## src/rtl/mem_port_arbiter.sv

```systemverilog
// Two-port memory arbiter: fixed priority for p0 with a starvation guard for p1,
// address legality checks, lane steering for stores and routing of read/error responses.
module mem_port_arbiter #(
    parameter int STARVE_LIMIT = 8
) (
    input  logic        clk,
    input  logic        rst_n,

    input  logic        p0_req,
    input  logic        p0_we,
    input  logic [1:0]  p0_size,
    input  logic [31:0] p0_addr,
    input  logic [31:0] p0_wdata,
    output logic        p0_gnt,
    output logic        p0_rvalid,
    output logic [31:0] p0_rdata,
    output logic        p0_err,

    input  logic        p1_req,
    input  logic        p1_we,
    input  logic [1:0]  p1_size,
    input  logic [31:0] p1_addr,
    input  logic [31:0] p1_wdata,
    output logic        p1_gnt,
    output logic        p1_rvalid,
    output logic [31:0] p1_rdata,
    output logic        p1_err,

    output logic        mem_en,
    output logic [11:0] mem_addr,
    output logic [3:0]  mem_wmask,
    output logic [31:0] mem_wdata,
    input  logic [31:0] mem_rdata
);

    localparam logic [3:0] LIMIT = 4'(STARVE_LIMIT);

    typedef enum logic {
        RESP_IDLE,
        RESP_DUE
    } resp_state_t;

    logic [3:0]  starve_cnt;
    logic        starved;
    logic        any_gnt;
    logic        sel_we;
    logic [1:0]  sel_size;
    logic [31:0] sel_addr;
    logic [31:0] sel_wdata;
    logic        aligned;
    logic        legal;
    logic        access;
    logic        needs_resp;
    logic        unused_addr_bits;

    resp_state_t resp_state;
    logic        resp_tag;
    logic        resp_read;
    logic        resp_err;

    assign starved = (starve_cnt == LIMIT);

    // Grants are forced low while reset is asserted so nothing reaches memory.
    always_comb begin
        p0_gnt = 1'b0;
        p1_gnt = 1'b0;
        if (rst_n) begin
            if (p1_req && (!p0_req || starved)) begin
                p1_gnt = 1'b1;
            end else if (p0_req) begin
                p0_gnt = 1'b1;
            end
        end
    end

    assign any_gnt   = p0_gnt | p1_gnt;
    assign sel_we    = p1_gnt ? p1_we    : p0_we;
    assign sel_size  = p1_gnt ? p1_size  : p0_size;
    assign sel_addr  = p1_gnt ? p1_addr  : p0_addr;
    assign sel_wdata = p1_gnt ? p1_wdata : p0_wdata;

    always_comb begin
        aligned = 1'b1;
        case (sel_size)
            2'b00:   aligned = 1'b1;
            2'b01:   aligned = ~sel_addr[0];
            default: aligned = (sel_addr[1:0] == 2'b00);
        endcase
    end

    assign legal      = ~sel_addr[31] & sel_addr[29] & aligned;
    assign access     = any_gnt & legal;
    assign needs_resp = any_gnt & (~sel_we | ~legal);

    assign unused_addr_bits = ^{sel_addr[30], sel_addr[28:14]};

    // Store data is steered onto the byte lanes selected by the low address bits.
    always_comb begin
        mem_en    = 1'b0;
        mem_addr  = 12'h000;
        mem_wmask = 4'b0000;
        mem_wdata = 32'h0000_0000;
        if (access) begin
            mem_en   = 1'b1;
            mem_addr = sel_addr[13:2];
            if (sel_we) begin
                case (sel_size)
                    2'b00: begin
                        mem_wmask = 4'b0001 << sel_addr[1:0];
                        mem_wdata = sel_wdata << {sel_addr[1:0], 3'b000};
                    end
                    2'b01: begin
                        if (sel_addr[1]) begin
                            mem_wmask = 4'b1100;
                            mem_wdata = {sel_wdata[15:0], 16'h0000};
                        end else begin
                            mem_wmask = 4'b0011;
                            mem_wdata = sel_wdata;
                        end
                    end
                    default: begin
                        mem_wmask = 4'b1111;
                        mem_wdata = sel_wdata;
                    end
                endcase
            end
        end
    end

    always_ff @(posedge clk or negedge rst_n) begin
        if (!rst_n) begin
            starve_cnt <= 4'd0;
        end else if (!p1_req || p1_gnt) begin
            starve_cnt <= 4'd0;
        end else if (!starved) begin
            starve_cnt <= starve_cnt + 4'd1;
        end
    end

    // One-deep response pipeline; the tag remembers which port the response belongs to.
    always_ff @(posedge clk or negedge rst_n) begin
        if (!rst_n) begin
            resp_state <= RESP_IDLE;
            resp_tag   <= 1'b0;
            resp_read  <= 1'b0;
            resp_err   <= 1'b0;
        end else begin
            case (resp_state)
                RESP_IDLE, RESP_DUE: begin
                    if (needs_resp) begin
                        resp_state <= RESP_DUE;
                        resp_tag   <= p1_gnt;
                        resp_read  <= ~sel_we;
                        resp_err   <= ~legal;
                    end else begin
                        resp_state <= RESP_IDLE;
                        resp_tag   <= 1'b0;
                        resp_read  <= 1'b0;
                        resp_err   <= 1'b0;
                    end
                end
                default: begin
                    resp_state <= RESP_IDLE;
                    resp_tag   <= 1'b0;
                    resp_read  <= 1'b0;
                    resp_err   <= 1'b0;
                end
            endcase
        end
    end

    assign p0_rvalid = (resp_state == RESP_DUE) & ~resp_tag & resp_read;
    assign p1_rvalid = (resp_state == RESP_DUE) &  resp_tag & resp_read;
    assign p0_err    = (resp_state == RESP_DUE) & ~resp_tag & resp_err;
    assign p1_err    = (resp_state == RESP_DUE) &  resp_tag & resp_err;

    // Rejected reads still return a response, but with zero data.
    assign p0_rdata  = (p0_rvalid && !resp_err) ? mem_rdata : 32'h0000_0000;
    assign p1_rdata  = (p1_rvalid && !resp_err) ? mem_rdata : 32'h0000_0000;

endmodule
```

## config.mk

```make
export PLATFORM = sky130hd
export DESIGN_NAME = mem_port_arbiter
export DESIGN_NICKNAME = d
export VERILOG_FILES = /design/src/rtl/mem_port_arbiter.sv
export SDC_FILE = /design/constraint.sdc
export NUM_CORES = 1
export LEC_CHECK = 0
export ABC_AREA = 0
export CAP_MARGIN = 20
export CORE_AREA = 8 8 106 108
export CTS_BUF_LIST = sky130_fd_sc_hd__clkbuf_8
export CTS_CLUSTER_DIAMETER = 50
export DETAILED_ROUTE_END_ITERATION = 7
export DIE_AREA = 0 0 114 116
export DONT_BUFFER_PORTS = 1
export GPL_TIMING_DRIVEN = 0
export PLACE_DENSITY = 0.53
export SETUP_SLACK_MARGIN = 0.4
export SLEW_MARGIN = 20
export SYNTH_ARGS = -nofsm -noshare
export SYNTH_HDL_FRONTEND = slang
export SYNTH_SLANG_ARGS = --single-unit
```

## constraint.sdc

```tcl
create_clock -name clk -period 3.1 [get_ports clk]
set_clock_uncertainty 0.1 [all_clocks]
set_input_delay 0.31 -clock clk [delete_from_list [all_inputs] [get_ports clk]]
set_output_delay 0.31 -clock clk [all_outputs]
set_load 0.05 [all_outputs]
```

==> results_dict.tcl <==
set metrics [dict create \
    outcome "completed" \
    grt_max_degree 11 \
    drtIter0Drc 467 \
    final_common_cell "and2_1" \
    start_util_pct 36.8 \
    grt_pass1_wl_mm 27.5 \
    arrival_ps 2600 \
    die_area_mm2 0.0132 \
    total_power_w 0.000966 \
    placed_area_mm2 0.00389 \
    hold_viol_final 0 \
    syn_avg_cell_area_um2 6.94 \
    cts_tree "done" \
    dp_hpwl_mm 13.9 \
    clock_sinks 8 \
    area_growth_pct 52.0 \
    nFillCells 838 \
    critPathLaunchType "register" \
    netlist_instances 507 \
    antenna_found_initial 0 \
    rsz0062_at_grt "yes" \
    drc 0 \
    leakage_nw 2.09 \
    fmax_ghz 0.333 \
    grt_usage_pct 27.3 \
    max_slew_margin_pct 29.9 \
    viasPerCell 6.61 \
    worstHoldPathType "input port to register" \
    ys_types 42 \
    wl_per_cell_um 29.2 \
    clkTransAtPathRegs_ps 40 \
    overflow 0 \
    ys_dominant_reg_cell "dfrtp_1" \
    postLayoutCellArea_mm2 0.00535 \
    postRouteAntennaNets 0 \
    worstSetupEndpointType "primary output" \
    syn_area_mm2 0.00352 \
    layout.nets 735 \
    clk_root_buffer_cell "clkbuf_8" \
    max-cap-violations 0 \
    critPathMaxFanout 10 \
    crit_top_cell "buf_12" \
    core_mm2 0.00955 \
    period_minus_slack_ps 3010 \
    die_w_um 114 \
    synthArstFlopShare_pct 100 \
    mostFrequentLayoutCells "and2_1, nand2_1, mux2i_1, buf_4, a21oi_4" \
    drv_slew 0 \
    min_period_over_period_pct 97.0 \
    grt_pass1_vias 4447 \
    wirelength_mm 20.3 \
    yosysSeqAreaShare_pct 5.69 \
    clockBufferDepth 2 \
    synth-seq-cells 8 \
    critPathSlowestCell "a311oi_4" \
    n_antenna_cell 0 \
    vias 4588 \
    rows 36 \
    path_cells "inv_2 > ha_4 > nand3b_4 > a21o_1 > buf_6 > buf_12 > mux2i_4 > nand2_8 > buf_12 > a311oi_4" \
    power_density_mw_per_mm2 181 \
    die_h_um 116 \
    cts_max_level 1 \
    max_stage_delay_ps 610 \
    place_congestion 0.891 \
    syn-num-nets 679 \
    setup_viol 0 \
    vdd_drop_max_mv 0.0794 \
    firstDrtPassIters 6 \
    worstMarginPinSlew_ps 1050 \
    io_pins 289 \
    synth_edf_count 0 \
    crit_required_ps 2690 \
    clkLatencyLatePin_ps 230 \
    drive_above_1_share_pct 35.3 \
    yosys_warnings 0 \
    crit_type "register to primary output" \
    io_buffer_count 0 \
    cts_buffers 3 \
]
## what timing repair did
item                                   4_1_cts  5_1_grt
gates cloned                                 4        4
pin swaps                                   34       25
buffers inserted                            26       16
hold buffers                                 1        0
setup endpoints to repair                   60       49
endpoints found under the hold margin        8        0
gates resized for setup                    128       42
## critical path: cells and delay by family (launching register included)
family | cells | cell delay, ps
AOI/OAI and AO/OA | 2 | 740
DFF | 1 | 360
adders and majority gates | 1 | 160
and+or+nand+nor | 2 | 190
muxes | 1 | 320
buffers and inverters | 4 | 580
## state kept, by name (all words and copies together), names as in the netlist
register and flops:
resp_tag 1, starve_cnt 4, resp_read 1, resp_err 1
resp_state 1
## final timing paths
check / to / start / slack, ps / depth (start not counted)
setup / recovery: mem_wdata[29] / starve_cnt[0]$_DFFE_PN0P_ / 90 / 10
hold / removal: resp_err$_DFF_PN0_ / rst_n / 130 / 2
setup reg to reg: resp_state$_DFF_PN0_ / starve_cnt[1]$_DFFE_PN0P_ / 890 / 11
hold reg to reg: starve_cnt[3]$_DFFE_PN0P_ / starve_cnt[3]$_DFFE_PN0P_ / 520 / 2
max in group asynchronous: resp_tag$_DFF_PN0_ / rst_n / 2290 / 1
min in group asynchronous: starve_cnt[0]$_DFFE_PN0P_ / rst_n / 330 / 1
## synthesized netlist by cell type (all sizes together) (16+ instances only)
cell / instances / share of area (%)
clkbuf: 18 / 1.9
mux2: 19 / 6.3
buf: 26 / 5.1
nand2: 68 / 7.5
nand3: 24 / 3.4
mux2i: 74 / 22
a311oi: 16 / 4.0
nor2: 28 / 3.0
and3: 19 / 3.4
inv: 24 / 2.6
nor2b: 17 / 3.0
a21oi: 26 / 3.7
and2: 65 / 12
## cell families (layout without fill, tap and decap cells)
family                   after synthesis  in the layout  share of synthesized area (%)
adder cells (fa/ha/maj)                2              2                          0.711
buffers and inverters                 68            120                           9.57
AND/OR/NAND/NOR                      240            240                           36.1
XOR/XNOR                               3              3                          0.747
AO/OA/AOI/OAI                         93             93                           18.6
multiplexers                          93             95                           28.5
flip-flops                             8              8                           5.69
## power breakdown
part | internal, W | switching (W) | total, W
Sequential | 0.000112 | 0.00000643 | 0.000118
Clock | 0.0000840 | 0.0000404 | 0.000124
Combinational | 0.000280 | 0.000443 | 0.000723
Total | 0.000476 | 0.000490 | 0.000966
## layer usage
metal	track usage, %	routed length, um	up-vias
met3	8.86	2440	66
met5	0	0	-
met4	14.5	889	0
met1	29.3	7010	2190
li1	-	-	1936
met2	47.2	9940	396
## area by class of cell
class	instances	area, um2	share of cell area (%)
Multi-Input combinational cell	433	3850	72.1
Timing Repair Buffer	49	574	10.7
Buffer	44	404	7.56
Sequential cell	8	200	3.75
Tap cell	133	166	3.11
Inverter	24	105	1.97
Clock buffer	3	41.3	0.772
## metrics by stage
stage | hold slack (ps) | worst slack, ps | TNS (ps) | std cells | utilization (%)
2_1_floorplan | -85.6 | 206 | 0 | 507 | -
5_1_grt | 147 | 29.5 | 0 | 694 | 56.0
3_5_place_dp | -85.2 | -404 | -4920 | 640 | 40.7
3_3_place_gp | -85.2 | -408 | -5010 | 640 | 40.7
6_report | 130 | 93.6 | 0 | 694 | 56.0
4_1_cts | 128 | 80.0 | 0 | 674 | 51.8
Note: power is estimated with default switching activity, not from simulation.
